File: config.mk
export PLATFORM = sky130hd
export DESIGN_NAME = moore_seq_detector_flat
export DESIGN_NICKNAME = d
export VERILOG_FILES = /design/src/rtl/moore_seq_detector_if.sv /design/src/rtl/moore_seq_detector.sv /design/src/flat_wrapper.sv
export SDC_FILE = /design/constraint.sdc
export NUM_CORES = 1
export LEC_CHECK = 0
export ABC_CLOCK_PERIOD_IN_PS = 2100
export BUFFER_PORTS_ARGS = -buffer_cell sky130_fd_sc_hd__clkbuf_2
export CAP_MARGIN = 20
export CORE_AREA = 2 2 44 46
export CTS_CLUSTER_DIAMETER = 150
export DETAILED_ROUTE_END_ITERATION = 10
export DIE_AREA = 0 0 46 48
export SLEW_MARGIN = 5
export SYNTH_ARGS = -nofsm -noshare
export SYNTH_HDL_FRONTEND = slang
export SYNTH_SLANG_ARGS = --single-unit
File: constraint.sdc
create_clock -name clk -period 2.1 [get_ports clk]
set_clock_uncertainty 0.15 [all_clocks]
set_input_delay 0.42 -clock clk [delete_from_list [all_inputs] [get_ports clk]]
set_output_delay 0.42 -clock clk [all_outputs]
set_load 0.02 [all_outputs]
File: src/rtl/moore_seq_detector_if.sv
// Bundle of the serial bit stream, clear strobe and detector status.
// en is a valid strobe with no back-pressure: inp is taken on every rising edge where en=1.
interface moore_seq_detector_if #(
    parameter int N     = 4,
    parameter int CNT_W = 8
);
    localparam int SW = $clog2(N + 1);

    logic             en;
    logic             inp;
    logic             clr;
    logic             out;
    logic [SW-1:0]    state;
    logic [CNT_W-1:0] match_cnt;
    logic             cnt_sat;

    modport master (output en, inp, clr, input out, state, match_cnt, cnt_sat);
    modport slave  (input en, inp, clr, output out, state, match_cnt, cnt_sat);
endinterface

File: src/rtl/moore_seq_detector.sv
// Moore serial pattern detector with KMP fallback, optional overlap,
// enable qualifier and a saturating match counter.
module moore_seq_detector #(
    parameter int           N       = 4,
    parameter logic [N-1:0] PATTERN = 4'b1011,
    parameter bit           OVERLAP = 1'b1,
    parameter int           CNT_W   = 8
) (
    input logic                 clk,
    input logic                 rst,
    moore_seq_detector_if.slave bus
);
    localparam int               SW      = $clog2(N + 1);
    localparam logic [SW-1:0]    S_MATCH = SW'(N);
    localparam logic [CNT_W-1:0] CNT_MAX = '1;

    // Length of the longest suffix of (first k pattern bits, then b) that is
    // also a pattern prefix, capped at N. Evaluated only at elaboration.
    function automatic int border_len(input int k, input logic b);
        int pat;
        int seqv;
        int best;
        bit ok;
        pat  = int'(PATTERN);
        seqv = 0;
        best = 0;
        for (int i = 0; i < k; i++)
            seqv = seqv | (((pat >> (N - 1 - i)) & 1) << i);
        seqv = seqv | (int'(b) << k);
        for (int j = 1; j <= N; j++) begin
            if (j <= k + 1) begin
                ok = 1'b1;
                for (int i = 0; i < j; i++)
                    if (((seqv >> (k + 1 - j + i)) & 1) != ((pat >> (N - 1 - i)) & 1))
                        ok = 1'b0;
                if (ok) best = j;
            end
        end
        return best;
    endfunction

    logic [SW-1:0] nxt0_tbl [N+1];
    logic [SW-1:0] nxt1_tbl [N+1];

    // Without overlap, leaving the match state behaves exactly like leaving S0.
    for (genvar gk = 0; gk <= N; gk++) begin : g_row
        localparam int            KF   = (gk == N && !OVERLAP) ? 0 : gk;
        localparam logic [SW-1:0] NXT0 = SW'(border_len(KF, 1'b0));
        localparam logic [SW-1:0] NXT1 = SW'(border_len(KF, 1'b1));
        assign nxt0_tbl[gk] = NXT0;
        assign nxt1_tbl[gk] = NXT1;
    end

    logic [SW-1:0]    state_q;
    logic [SW-1:0]    fsm_nxt;
    logic [SW-1:0]    state_nxt;
    logic             state_legal;
    logic             match_next;
    logic [CNT_W-1:0] cnt_q;
    logic             sat_q;

    always_comb begin
        fsm_nxt = '0;
        for (int k = 0; k <= N; k++)
            if (state_q == SW'(k))
                fsm_nxt = bus.inp ? nxt1_tbl[k] : nxt0_tbl[k];
    end

    assign state_legal = (state_q <= S_MATCH);
    assign state_nxt   = !state_legal ? '0 : (bus.en ? fsm_nxt : state_q);
    assign match_next  = bus.en && state_legal && (fsm_nxt == S_MATCH);

    always_ff @(posedge clk or negedge rst) begin
        if (!rst) begin
            state_q <= '0;
            cnt_q   <= '0;
            sat_q   <= 1'b0;
        end else begin
            state_q <= state_nxt;
            if (bus.clr) begin
                cnt_q <= '0;
                sat_q <= 1'b0;
            end else if (match_next && !sat_q) begin
                cnt_q <= cnt_q + CNT_W'(1);
                sat_q <= (cnt_q == CNT_MAX - CNT_W'(1));
            end
        end
    end

    assign bus.state     = state_q;
    assign bus.out       = (state_q == S_MATCH);
    assign bus.match_cnt = cnt_q;
    assign bus.cnt_sat   = sat_q;
endmodule

File: src/flat_wrapper.sv
// flat-port wrapper written by rule: the top's interface ports become plain ports
module moore_seq_detector_flat 
#(
    parameter int           N       = 4,
    parameter logic [N-1:0] PATTERN = 4'b1011,
    parameter bit           OVERLAP = 1'b1,
    parameter int           CNT_W   = 8
)
  (clk, rst, bus_en, bus_inp, bus_clr, bus_out, bus_state, bus_match_cnt, bus_cnt_sat);
  moore_seq_detector_if #(.N(N), .CNT_W(CNT_W)) bus_i ();
  input logic clk;
  input logic rst;
  input wire logic [$bits(bus_i.en)-1:0] bus_en;
  input wire logic [$bits(bus_i.inp)-1:0] bus_inp;
  input wire logic [$bits(bus_i.clr)-1:0] bus_clr;
  output wire logic [$bits(bus_i.out)-1:0] bus_out;
  output wire logic [$bits(bus_i.state)-1:0] bus_state;
  output wire logic [$bits(bus_i.match_cnt)-1:0] bus_match_cnt;
  output wire logic [$bits(bus_i.cnt_sat)-1:0] bus_cnt_sat;
  assign bus_i.en = bus_en;
  assign bus_i.inp = bus_inp;
  assign bus_i.clr = bus_clr;
  assign bus_out = bus_i.out;
  assign bus_state = bus_i.state;
  assign bus_match_cnt = bus_i.match_cnt;
  assign bus_cnt_sat = bus_i.cnt_sat;
  moore_seq_detector #(.N(N), .PATTERN(PATTERN), .OVERLAP(OVERLAP), .CNT_W(CNT_W)) u_core (.clk(clk), .rst(rst), .bus(bus_i));
endmodule
# Word level (Yosys, flattened, before mapping)
# Index checks and enable logic that the tools add are counted.
[totals]
regBits = 12
output_inout_bits = 13
wordCells = 33
[op_classes]
eq_ne = 7
n_addsub = 1
muxes = 15
reduce_logical = 6
n_lt_le_gt_ge = 1
[ops]
columns = ["op", "count"]
rows = [
  ["2-to-1 mux 3 bit", 8],
  ["2-to-1 mux 8 bit", 2],
  ["adder 8 x 1 -> 8 bit, second input constant", 1],
  ["equality test 8 bit, second input constant", 1],
  ["equality test 3 x 2 -> 1 bit, second input constant", 2],
  ["equality test 3 bit, second input constant", 2],
  ["2-to-1 mux 2 bit", 2],
  ["equality test 3 x 1 -> 1 bit, second input constant", 1],
  ["<= comparator 3 bit, second input constant", 1],
  ["logical AND 1 bit", 3],
  ["logical NOT 3 bit", 1],
  ["2-to-1 mux 1 bit", 3],
  ["!= test 2 bit, second input constant", 1],
  ["nonzero test 2 bit", 1],
  ["logical NOT 1 bit", 1],
]

# Longest topological paths before layout
# Gate-level depths: netlist of the first run.
[logic_depth]
ltp_word = 11
mapped_depth = 5

# Worst setup path after synthesis of the first run
# No wires, ideal clock.
[synth_path]
kind = "reg2reg"
from = "register u_core.state_q[1] (netlist: u_core.bus.state[1])"
to = "register u_core.cnt_q[7] (netlist: u_core.bus.match_cnt[7])"
period_less_slack_ns = 1.762
setup_ns = 0.128
t_required_ns = 1.822
stages_incl_launch_ff = 5
slack_ns = 0.338
t_arrival_ns = 1.485
cell_sequence = "dfrtp_1 nand4b_4 buf_6 nor4_1 mux2_1"
[synth_between]
elab_chain_len = 10
[synth_rtl]
columns = ["item", "line_no", "rtl"]
rows = [
  ["start: declaration", "moore_seq_detector.sv:54", "logic [SW-1:0] state_q;"],
  ["start signal: assignment", "moore_seq_detector.sv:79", "state_q <= state_nxt;"],
  ["logical NOT 3 bit", "moore_seq_detector.sv:65", "if (state_q == SW'(k))"],
  ["2-to-1 mux 3 bit (5 in a row)", "moore_seq_detector.sv:65", ""],
  ["equality test 3 bit", "moore_seq_detector.sv:71", "assign match_next = bus.en && state_legal && (fsm_nxt == S_MATCH);"],
  ["logical AND 1 bit *", "moore_seq_detector.sv:71", ""],
  ["logical AND 1 bit *", "moore_seq_detector.sv:83", "end else if (match_next && !sat_q) begin"],
  ["nonzero test 2 bit (no line) *", "-", ""],
  ["end signal: assignment", "moore_seq_detector.sv:84", "cnt_q <= cnt_q + CNT_W'(1);"],
  ["end: declaration", "moore_seq_detector.sv:59", "logic [CNT_W-1:0] cnt_q;"],
]
# Every way passes the cells marked *; elsewhere a longest branch is shown, timed or not.
# A chain may end at the register's enable or synchronous reset.

# Worst setup path after layout of the first run
[layout_path]
from = "register u_core.state_q[2] (netlist: u_core.bus.state[2])"
to = "output port bus_out"
[layout_between]
elab_chain_len = 1
[layout_rtl]
columns = ["item", "line_no", "rtl"]
rows = [
  ["equality test 3 bit", "moore_seq_detector.sv:91", "assign bus.out = (state_q == S_MATCH);"],
  ["end: declaration", "flat_wrapper.sv:16", "output wire logic [$bits(bus_i.out)-1:0] bus_out;"],
]
# No other way between the ends.

==> impl_metrics.tcl, run 1 <==
set metrics [dict create \
    area_growth_pct 18.96 \
    clk_path_buf_depth 2 \
    wl_um 1437 \
    dr.pass1.iters 3 \
    worstSetupEndpointType "primary output" \
    ff2ff_path_depth 3 \
    cts_buffers 3 \
    grt_pass1_vias 544 \
    stdcell_area_um2 832.0 \
    irDropWorstVdd_mv 0.4668 \
    drv_cap 0 \
    ys_seq_area_frac 0.4293 \
    cts.sinks 12 \
    vias 623 \
    syn_nets 78 \
    htree_num_levels 1 \
    final_cells 107 \
    cp-startpoint "u_core.bus.state[2]" \
    place_area_um2 785.8 \
    yosys_register_bits 12 \
    clk-insertion-delay-late_ns 0.27 \
    initial_utilization 0.4141 \
    track_usage 0.1633 \
    synth_top_family_by_area "simple AND/OR/NAND/NOR gates" \
    drv_slew 0 \
    avgSynthCellArea_um2 9.851 \
    clk_pin_slew_worst_paths_ns 0.08 \
    overflow 0 \
    hold_viol 0 \
    hold_class "in -> reg" \
    grt_first_pass_wirelength_um 2559 \
    slew_headroom 0.7772 \
    dieArea_um2 2208 \
    r2r-start "u_core.bus.state[0]" \
    ant_nets 0 \
    diodes 0 \
    num-nets-final 98 \
    die_w_um 46 \
    crit_end "bus_out" \
    cts_tree "built" \
    synth_cell_types 31 \
    r2r_slack_ns 0.33 \
    synth_compound_area_frac 0.1986 \
    cts_root_buffer "clkbuf_4" \
    setup_viol 0 \
    yosys.area_share.adder 0.03578 \
    pwr_density_cell_nw_per_um2 823.7 \
    critPathLaunchType "register" \
    setup_tns_ns 0 \
    antenna_found_initial 0 \
    core_region_area_um2 1689 \
    dp_cells 102 \
    outcome "completed" \
    fin_crit_ns 1.837 \
    grt_max_degree 15 \
    clock.fmax_mhz 544.2 \
    wl_per_cell_um 13.43 \
    synthMuxAreaShare 0.01610 \
    period_share 0.8750 \
    routabilityCongestion 0.7174 \
    synth-xor-area-share 0 \
    synth_warnings 0 \
    rows 15 \
    drive_above_1_share 0.2556 \
    dr.first_iter.drc_count 15 \
    hpwl_um 1053 \
    rr_endpoint "u_core.bus.match_cnt[7]" \
    arrival_ns 1.27 \
    rsz0062_at_grt "no" \
    ios 18 \
    fill_cells 173 \
    die_h_um 48 \
    syn_inst 71 \
    required_ns 1.53 \
    syn_area_um2 699.4 \
    via_per_inst 5.822 \
    port_buffers 17 \
    worstSetupPathType "reg -> out" \
    p_leak_nw 0.3812 \
    worstPathMaxFanout 6 \
    tightest_slew_ns 0.3342 \
    final_common_cell "clkbuf_2" \
    synth-simple-area-share 0.2594 \
    layout_common_cells "clkbuf_2 (17), dfrtp_1 (12), a21oi_1 (9)" \
    p_total_w 0.0006854 \
    post-route-drc-count 0 \
]
==> what timing repair did <==
item                                   4_1_cts  5_1_grt
gates resized for setup                      0        0
setup buffers                                0        0
hold buffers                                 1        0
endpoints found under the hold margin       12        0
==> through the flow <==
step	utilization	hold WS [ns]	setup WS, ns
finish	0.4926	0.2855	0.2626
global route	0.4926	0.3044	0.1287
CTS	0.4926	0.2913	0.2320
detailed placement	0.4652	0.1740	0.2818
global placement	0.4652	0.1725	0.3370
floorplan	-	-0.02559	0.3376
==> how the worst min path moves through the flow <==
stage | startpoint | cells after the start | slack [ns] | to
2_1_floorplan | rst | 0 | -0.03 | u_core.bus.cnt_sat
3_3_place_gp | rst | 1 | 0.17 | u_core.bus.cnt_sat
3_5_place_dp | rst | 1 | 0.17 | u_core.bus.cnt_sat
4_1_cts | bus_clr | 2 | 0.29 | u_core.bus.cnt_sat
5_1_grt | bus_clr | 2 | 0.30 | u_core.bus.match_cnt[2]
6_report | bus_clr | 2 | 0.29 | u_core.bus.cnt_sat
==> power by group <==
group / switching [W] / internal (W)
clock: 0.0000790 / 0.000105
combinational: 0.000104 / 0.0000751
sequential: 0.0000652 / 0.000257
total: 0.000248 / 0.000437
==> final cells by class <==
type | instances | area, µm² | area share
repair buffers | 18 | 95.09 | 0.1143
multi-input cells | 50 | 356.6 | 0.4286
flip-flops and latches | 12 | 300.3 | 0.3609
well taps | 17 | 21.27 | 0.02556
inverters | 6 | 22.52 | 0.02707
clock buffers | 4 | 36.28 | 0.04361
==> synth_stat cells <==
library cell	count	area, µm²
o31ai_1	5	37.54
or3_1	1	6.260
nand3_1	1	5.000
and4bb_2	1	12.51
nand4b_4	1	23.77
inv_1	6	22.52
a311oi_1	1	8.760
buf_2	1	5.000
nand2b_1	1	6.260
a21o_1	1	7.510
nand2_1	2	7.510
buf_6	1	11.26
o22ai_1	1	6.260
or4_1	5	37.54
a32o_1	1	10.01
and3b_1	1	8.760
a31oi_1	3	18.77
buf_1	1	3.750
nor3_1	1	5.000
nand4b_1	1	8.760
mux2_1	1	11.26
nand3b_1	1	7.510
dfrtp_1	12	300.3
a21oi_1	9	45.04
nor2b_1	1	6.260
and4b_1	1	10.01
o21ai_0	1	5.000
nand4_1	3	18.77
nor4_1	1	6.260
ha_1	2	25.02
nor2_1	3	11.26
==> sequential cells by signal, summed over array words and instances (netlist names) <==
name and cells:
u_core.bus.cnt_sat 1, u_core.bus.state 3, u_core.bus.match_cnt 8
==> critical path: stages (launching register included) <==
cell,delay [ns]
dfrtp_1,0.43
inv_1,0.10
nor3_1,0.25
clkbuf_2,0.21
==> kinds of logic (layout without fill, tap and decap cells) <==
kind of cell | count (synthesis) | after routing
buf+inv | 9 | 28
fa+ha+maj | 2 | 2
mux | 1 | 1
simple gates | 25 | 25
flops | 12 | 12
compound gates | 22 | 22
==> metal layers <==
metal,up-vias,global-route usage,share of wire
met4,0,0.08571,0.0084
met2,14,0.2306,0.45
li1,312,-,-
met1,295,0.2318,0.50
met5,-,0,0
met3,2,0.03396,0.037
Note: power is estimated with default switching activity, not from simulation.
==> inputs of run 2 (changes only) <==
--- a/config.mk
+++ b/config.mk
@@ -8,10 +8,11 @@
 export ABC_CLOCK_PERIOD_IN_PS = 2100
 export BUFFER_PORTS_ARGS = -buffer_cell sky130_fd_sc_hd__clkbuf_2
 export CAP_MARGIN = 20
-export CORE_AREA = 2 2 44 46
+export CORE_AREA = 2 2 41 43
 export CTS_CLUSTER_DIAMETER = 150
 export DETAILED_ROUTE_END_ITERATION = 10
-export DIE_AREA = 0 0 46 48
+export DIE_AREA = 0 0 43 45
+export PLACE_DENSITY = 0.72
 export SLEW_MARGIN = 5
 export SYNTH_ARGS = -nofsm -noshare
 export SYNTH_HDL_FRONTEND = slang
==> run 2 against run 1 <==
Non-clock buffer count increased by 1. Sequential cell count stayed put. Setup slack got worse by 0.0076 ns. Die area fell by 12%. Fmax is 0.41% lower.
==> impl_metrics.tcl, run 2 (same netlist as run 1, synthesis figures left out) <==
set metrics [dict create \
    hold_viol 0 \
    via_per_inst 5.907 \
    routabilityCongestion 0.8012 \
    wl_per_cell_um 13.66 \
    final_cells 107 \
    pwr-share-seq 0.429 \
    post-route-drc-count 0 \
    cts_buffers 3 \
    clk-insertion-delay-late_ns 0.26 \
    pwr-share-clk 0.255 \
    worstPathMaxFanout 10 \
    p_total_w 0.0007001 \
    rsz0062_at_grt "no" \
    fin_crit_ns 1.845 \
    largest_reg_flops 8 \
    postCtsSetupBuffers 0 \
    tightest_slew_ns 0.3076 \
    pwr_density_cell_nw_per_um2 835.2 \
    num-nets-final 99 \
    hold_class "in -> reg" \
    htree_num_levels 1 \
    grt_first_pass_wirelength_um 2601 \
    slew_headroom 0.7931 \
    worstSetupPathType "reg -> out" \
    setup_viol 0 \
    die_h_um 45 \
    required_ns 1.53 \
    place_area_um2 792.0 \
    final_common_cell "clkbuf_2" \
    ant_nets 0 \
    cts_tree "built" \
    diodes 0 \
    dp_cells 102 \
    wl_um 1462 \
    core_region_area_um2 1471 \
    fill_cells 135 \
    drv_slew 0 \
    area_growth_pct 19.86 \
    rows 14 \
    cts_root_buffer "clkbuf_4" \
    setup_tns_ns 0 \
    cts.sinks 12 \
    grt_max_degree 15 \
    dr.pass1.iters 4 \
    vias 632 \
    p_leak_nw 0.3860 \
    p_switching_w 0.0002494 \
    drive_above_1_share 0.2637 \
    period_share 0.8786 \
    register_area_um2 300.3 \
    initial_utilization 0.4753 \
    irDropWorstVdd_mv 0.4379 \
    p_int_w 0.0004507 \
    die_w_um 43 \
    stdcell_area_um2 838.3 \
    critPathLaunchType "register" \
    antenna_found_initial 0 \
    worstSetupEndpointType "primary output" \
    clock.fmax_mhz 542.0 \
    swShare 0.3562 \
    multiInputGateArea_um2 356.6 \
    arrival_ns 1.28 \
    hpwl_um 1101 \
    grt_pass1_vias 598 \
    ios 18 \
    layout_common_cells "clkbuf_2 (17), dfrtp_1 (12), a21oi_1 (9)" \
    port_buffers 17 \
    p_comb_frac 0.316 \
    overflow 0 \
    track_usage 0.1803 \
    drv_cap 0 \
    clk_path_buf_depth 2 \
    dieArea_um2 1935 \
    outcome "completed" \
    clk_pin_slew_worst_paths_ns 0.08 \
    dr.first_iter.drc_count 7 \
]
[run 2: cell type report]
cell class	count	area share
Clock buffer	4	0.04328
Inverter	6	0.02687
Multi-Input combinational cell	50	0.4254
Timing Repair Buffer	19	0.1224
Tap cell	16	0.02388
Sequential cell	12	0.3582
[run 2: critical path, cell delays in order (launching register included)]
cell and delay (ns):
dfrtp_1 0.40, buf_4 0.18, nor3_1 0.22, clkbuf_2 0.21
[run 2: through the flow]
step	util	setup WS, ns	hold slack [ns]
2_1_floorplan	-	0.3376	-0.02559
3_3_place_gp	0.5383	0.3440	0.1704
3_5_place_dp	0.5383	0.2704	0.1684
4_1_cts	0.5697	0.2407	0.3012
5_1_grt	0.5697	0.1288	0.3050
6_report	0.5697	0.2549	0.3112
[run 2: path summary, 6_finish.rpt]
path / startpoint / endpoint / slack (ns) / cells past startpoint
worst max-delay path: u_core.bus.state[0] / bus_out / 0.25 / 3
worst min-delay path: bus_clr / u_core.bus.match_cnt[3] / 0.31 / 2
worst max register to register: u_core.bus.state[1] / u_core.bus.match_cnt[7] / 0.35 / 3
worst min register to register: u_core.bus.state[2] / u_core.bus.state[1] / 0.43 / 1
max in group asynchronous: rst / u_core.bus.match_cnt[0] / 1.15 / 2
min in group asynchronous: rst / u_core.bus.match_cnt[4] / 0.42 / 2
[run 2: per-layer routing]
| metal | global-route usage | up-vias | routed length [µm] | share of wire |
|---|---|---|---|---|
| met2 | 0.2818 | 10 | 696 | 0.48 |
| li1 | - | 315 | - | - |
| met1 | 0.2323 | 305 | 703 | 0.48 |
| met5 | 0 | - | 0 | 0 |
| met3 | 0.02800 | 2 | 47 | 0.032 |
| met4 | 0.1212 | 0 | 15 | 0.010 |
[run 2: repair_timing]
| item | 4_1_cts | 5_1_grt |
|---|---|---|
| gates resized for setup | 0 | 0 |
| hold endpoints to repair | 12 | 0 |
| hold buffers | 1 | 0 |
[run 2: power groups by stage]
stage / clock (W) / combinational, W / sequential (W)
after global placement: 0 / 0.000215 / 0.000305
after floorplan: 0 / 0.000123 / 0.000331
after CTS: 0.000183 / 0.000223 / 0.000300
after global routing: 0.000199 / 0.000248 / 0.000307
final: 0.000178 / 0.000221 / 0.000301
after detailed placement: 0 / 0.000221 / 0.000305
==> inputs of run 3 (changes only) <==
--- a/config.mk
+++ b/config.mk
@@ -5,14 +5,15 @@
 export SDC_FILE = /design/constraint.sdc
 export NUM_CORES = 1
 export LEC_CHECK = 0
+export ABC_AREA = 1
 export ABC_CLOCK_PERIOD_IN_PS = 2100
 export BUFFER_PORTS_ARGS = -buffer_cell sky130_fd_sc_hd__clkbuf_2
 export CAP_MARGIN = 20
-export CORE_AREA = 2 2 41 43
+export CORE_AREA = 2 2 42 44
 export CTS_CLUSTER_DIAMETER = 150
 export DETAILED_ROUTE_END_ITERATION = 10
-export DIE_AREA = 0 0 43 45
-export PLACE_DENSITY = 0.72
+export DIE_AREA = 0 0 44 46
+export PLACE_DENSITY_LB_ADDON = 0.1
 export SLEW_MARGIN = 5
 export SYNTH_ARGS = -nofsm -noshare
 export SYNTH_HDL_FRONTEND = slang
==> run 3 against run 2 <==
Via count grew 11%. Critical path depth decreased by 1. Sequential power is 13% lower. Register-to-register slack improved by 0.36 ns. Cell area up 4.6%. Fmax increased by 11%. Combinational power decreased by 53%. Critical endpoint unchanged.
==> impl_metrics.tcl, run 3 <==
set metrics [dict create \
    synth_top_cell_by_area "dfrtp_1" \
    track_usage 0.1800 \
    syn_nets 107 \
    clk_pin_slew_worst_paths_ns 0.07 \
    dr_wl_met2_um 765 \
    synth-main-ff-cell "dfrtp_1" \
    htree_num_levels 1 \
    via_per_inst 5.036 \
    worstSetupEndpointType "primary output" \
    setup_viol 0 \
    final_util 0.5434 \
    dr.first_iter.drc_count 30 \
    hold_viol 0 \
    yosysMostFrequentCell "nand2_1" \
    synth_common_cells "nand2_1 (29), nor2_1 (13), dfrtp_1 (12)" \
    rows 15 \
    die_h_um 46 \
    yosys-top-cells-area "dfrtp_1 (41%), nand2_1 (15%), nor2_1 (6.7%), inv_1 (5.2%), nand4_1 (5.2%)" \
    yosysTopAreaCellShare 0.4145 \
    wl_per_cell_um 10.98 \
    wl_met1_um 675 \
    die_w_um 44 \
    yosys_register_bits 12 \
    dieArea_um2 2024 \
    syn_inst 100 \
    clock.fmax_mhz 598.9 \
    setup_tns_ns 0 \
    fill_cells 167 \
    slew_headroom 0.7751 \
    ios 18 \
    routabilityCongestion 0.8053 \
    period_share 0.7951 \
    avgSynthCellArea_um2 7.244 \
    drv_slew 0 \
    clk-insertion-delay-late_ns 0.27 \
    worstPathMaxFanout 6 \
    drv_cap 0 \
    tightest_slew_ns 0.3338 \
    synth_warnings 0 \
    rsz0062_at_grt "no" \
    drive_above_1_share 0.2295 \
    initial_utilization 0.4488 \
    arrival_ns 1.10 \
    syn_area_um2 724.4 \
    cpLargestDelayFamily "flip-flops" \
    pwr_density_cell_nw_per_um2 623.8 \
    critPathLaunchType "register" \
    highest_layer "met4" \
    fin_crit_ns 1.670 \
    cts_resized 0 \
    ant_nets 0 \
    area_growth_pct 21.07 \
    ys_seq_area_frac 0.4145 \
    diodes 0 \
    dr.pass1.iters 4 \
    crit_buf_inv 1 \
    clk_path_buf_depth 2 \
    outcome "completed" \
    postCtsSetupBuffers 0 \
    finalWorstSetupSlack_ns 0.4303 \
    synth_edf_count 0 \
    p_leak_nw 0.4682 \
    grt_first_pass_wirelength_um 2594 \
    irDropWorstVdd_mv 0.4668 \
    num-nets-final 130 \
    synth_cell_types 19 \
    worstSetupPathType "reg -> out" \
    cts_buffers 3 \
    crit_slowest_cell "dfrtp_1" \
    antenna_found_initial 0 \
    wl_met3_um 62 \
    cts_root_buffer "clkbuf_4" \
    layout_common_cells "nand2_1 (29), clkbuf_2 (17), nor2_1 (13)" \
    hpwl_um 1146 \
    synthArstFlopShare 1.000 \
    grt_max_degree 13 \
    path_cells "nor3_1, clkbuf_2" \
    cts-hold-fix-buffers 1 \
    critPathMaxStageDelay_ns 0.44 \
    hold_class "in -> reg" \
    vias 700 \
    overflow 0 \
    cts_tree "built" \
    grt_pass1_vias 594 \
    cts.sinks 12 \
    wl_um 1526 \
    core_region_area_um2 1614 \
    place_ws_ns 0.6408 \
    required_ns 1.53 \
    final_common_cell "nand2_1" \
    port_buffers 17 \
    post-route-drc-count 0 \
    largest_reg_flops 8 \
]
[run 3: cell types whose count changed after synthesis, sizes merged, moves of 2 or more]
cell    previous run  this run
nand2              2        31
nor2               3        16
a21oi              9         2
o21ai              1         8
inv                6        12
nand3              1         7
o31ai              5         0
or4                5         0
buf                3         0
nand4              3         6
a31oi              3         1
nand4b             2         0
[run 3: metrics by stage]
| step | instances | instance area, µm² | hold slack, ns | total power [W] |
|---|---|---|---|---|
| final | 139 | 877.1 | 0.2768 | 0.0005471 |
| after detailed placement | 134 | 830.8 | 0.1793 | 0.0003682 |
| after floorplan | 100 | 724.4 | -0.02559 | 0.0003331 |
| after global routing | 139 | 877.1 | 0.3216 | 0.0005758 |
| after global placement | 134 | 830.8 | 0.1759 | 0.0003679 |
| after CTS | 139 | 877.1 | 0.2713 | 0.0005540 |
[run 3: worst reg2reg max path, delay by kind of cell (launching register included)]
kind / cells / cell delay [ns]
simple gates: 6 / 0.52
buf+inv: 2 / 0.19
flops: 1 / 0.42
[run 3: cell type report]
| class | count | area [µm²] | area share |
|---|---|---|---|
| sequential | 12 | 300.3 | 0.3424 |
| timing repair buffer | 18 | 95.09 | 0.1084 |
| inverter | 13 | 48.80 | 0.05563 |
| multi-input combinational | 75 | 375.4 | 0.4280 |
| tap | 17 | 21.27 | 0.02425 |
| clock buffer | 4 | 36.28 | 0.04137 |
[run 3: kinds of logic (layout without fill, tap and decap cells)]
group | after synthesis | in the layout | share of synthesized area
flops | 12 | 12 | 0.4145
simple gates | 61 | 61 | 0.3938
compound gates | 11 | 11 | 0.07771
buf+inv | 13 | 35 | 0.06736
xor+xnor | 1 | 1 | 0.01209
fa+ha+maj | 2 | 2 | 0.03454
[run 3: layer usage]
metal,up-vias,global-route usage
met5,-,0
met4,0,0.1091
met2,17,0.2912
li1,369,-
met3,4,0.02381
met1,310,0.2279
[run 3: path summary, 6_finish.rpt]
path | startpoint | endpoint | slack (ns) | cells past startpoint
setup / recovery | u_core.bus.state[0] | bus_out | 0.43 | 2
hold / removal | bus_en | u_core.bus.state[0] | 0.28 | 3
setup reg to reg | u_core.bus.state[2] | u_core.bus.match_cnt[2] | 0.71 | 8
hold reg to reg | u_core.bus.match_cnt[7] | u_core.bus.match_cnt[7] | 0.40 | 2
max in group asynchronous | rst | u_core.bus.match_cnt[3] | 1.14 | 2
min in group asynchronous | rst | u_core.bus.match_cnt[6] | 0.42 | 2
[run 3: power breakdown]
group	internal [W]	switching (W)	total, W	leakage, nW
clock	0.000105	0.0000772	0.000183	0.0210
sequential	0.000244	0.0000177	0.000261	0.163
combinational	0.0000324	0.0000707	0.000103	0.284
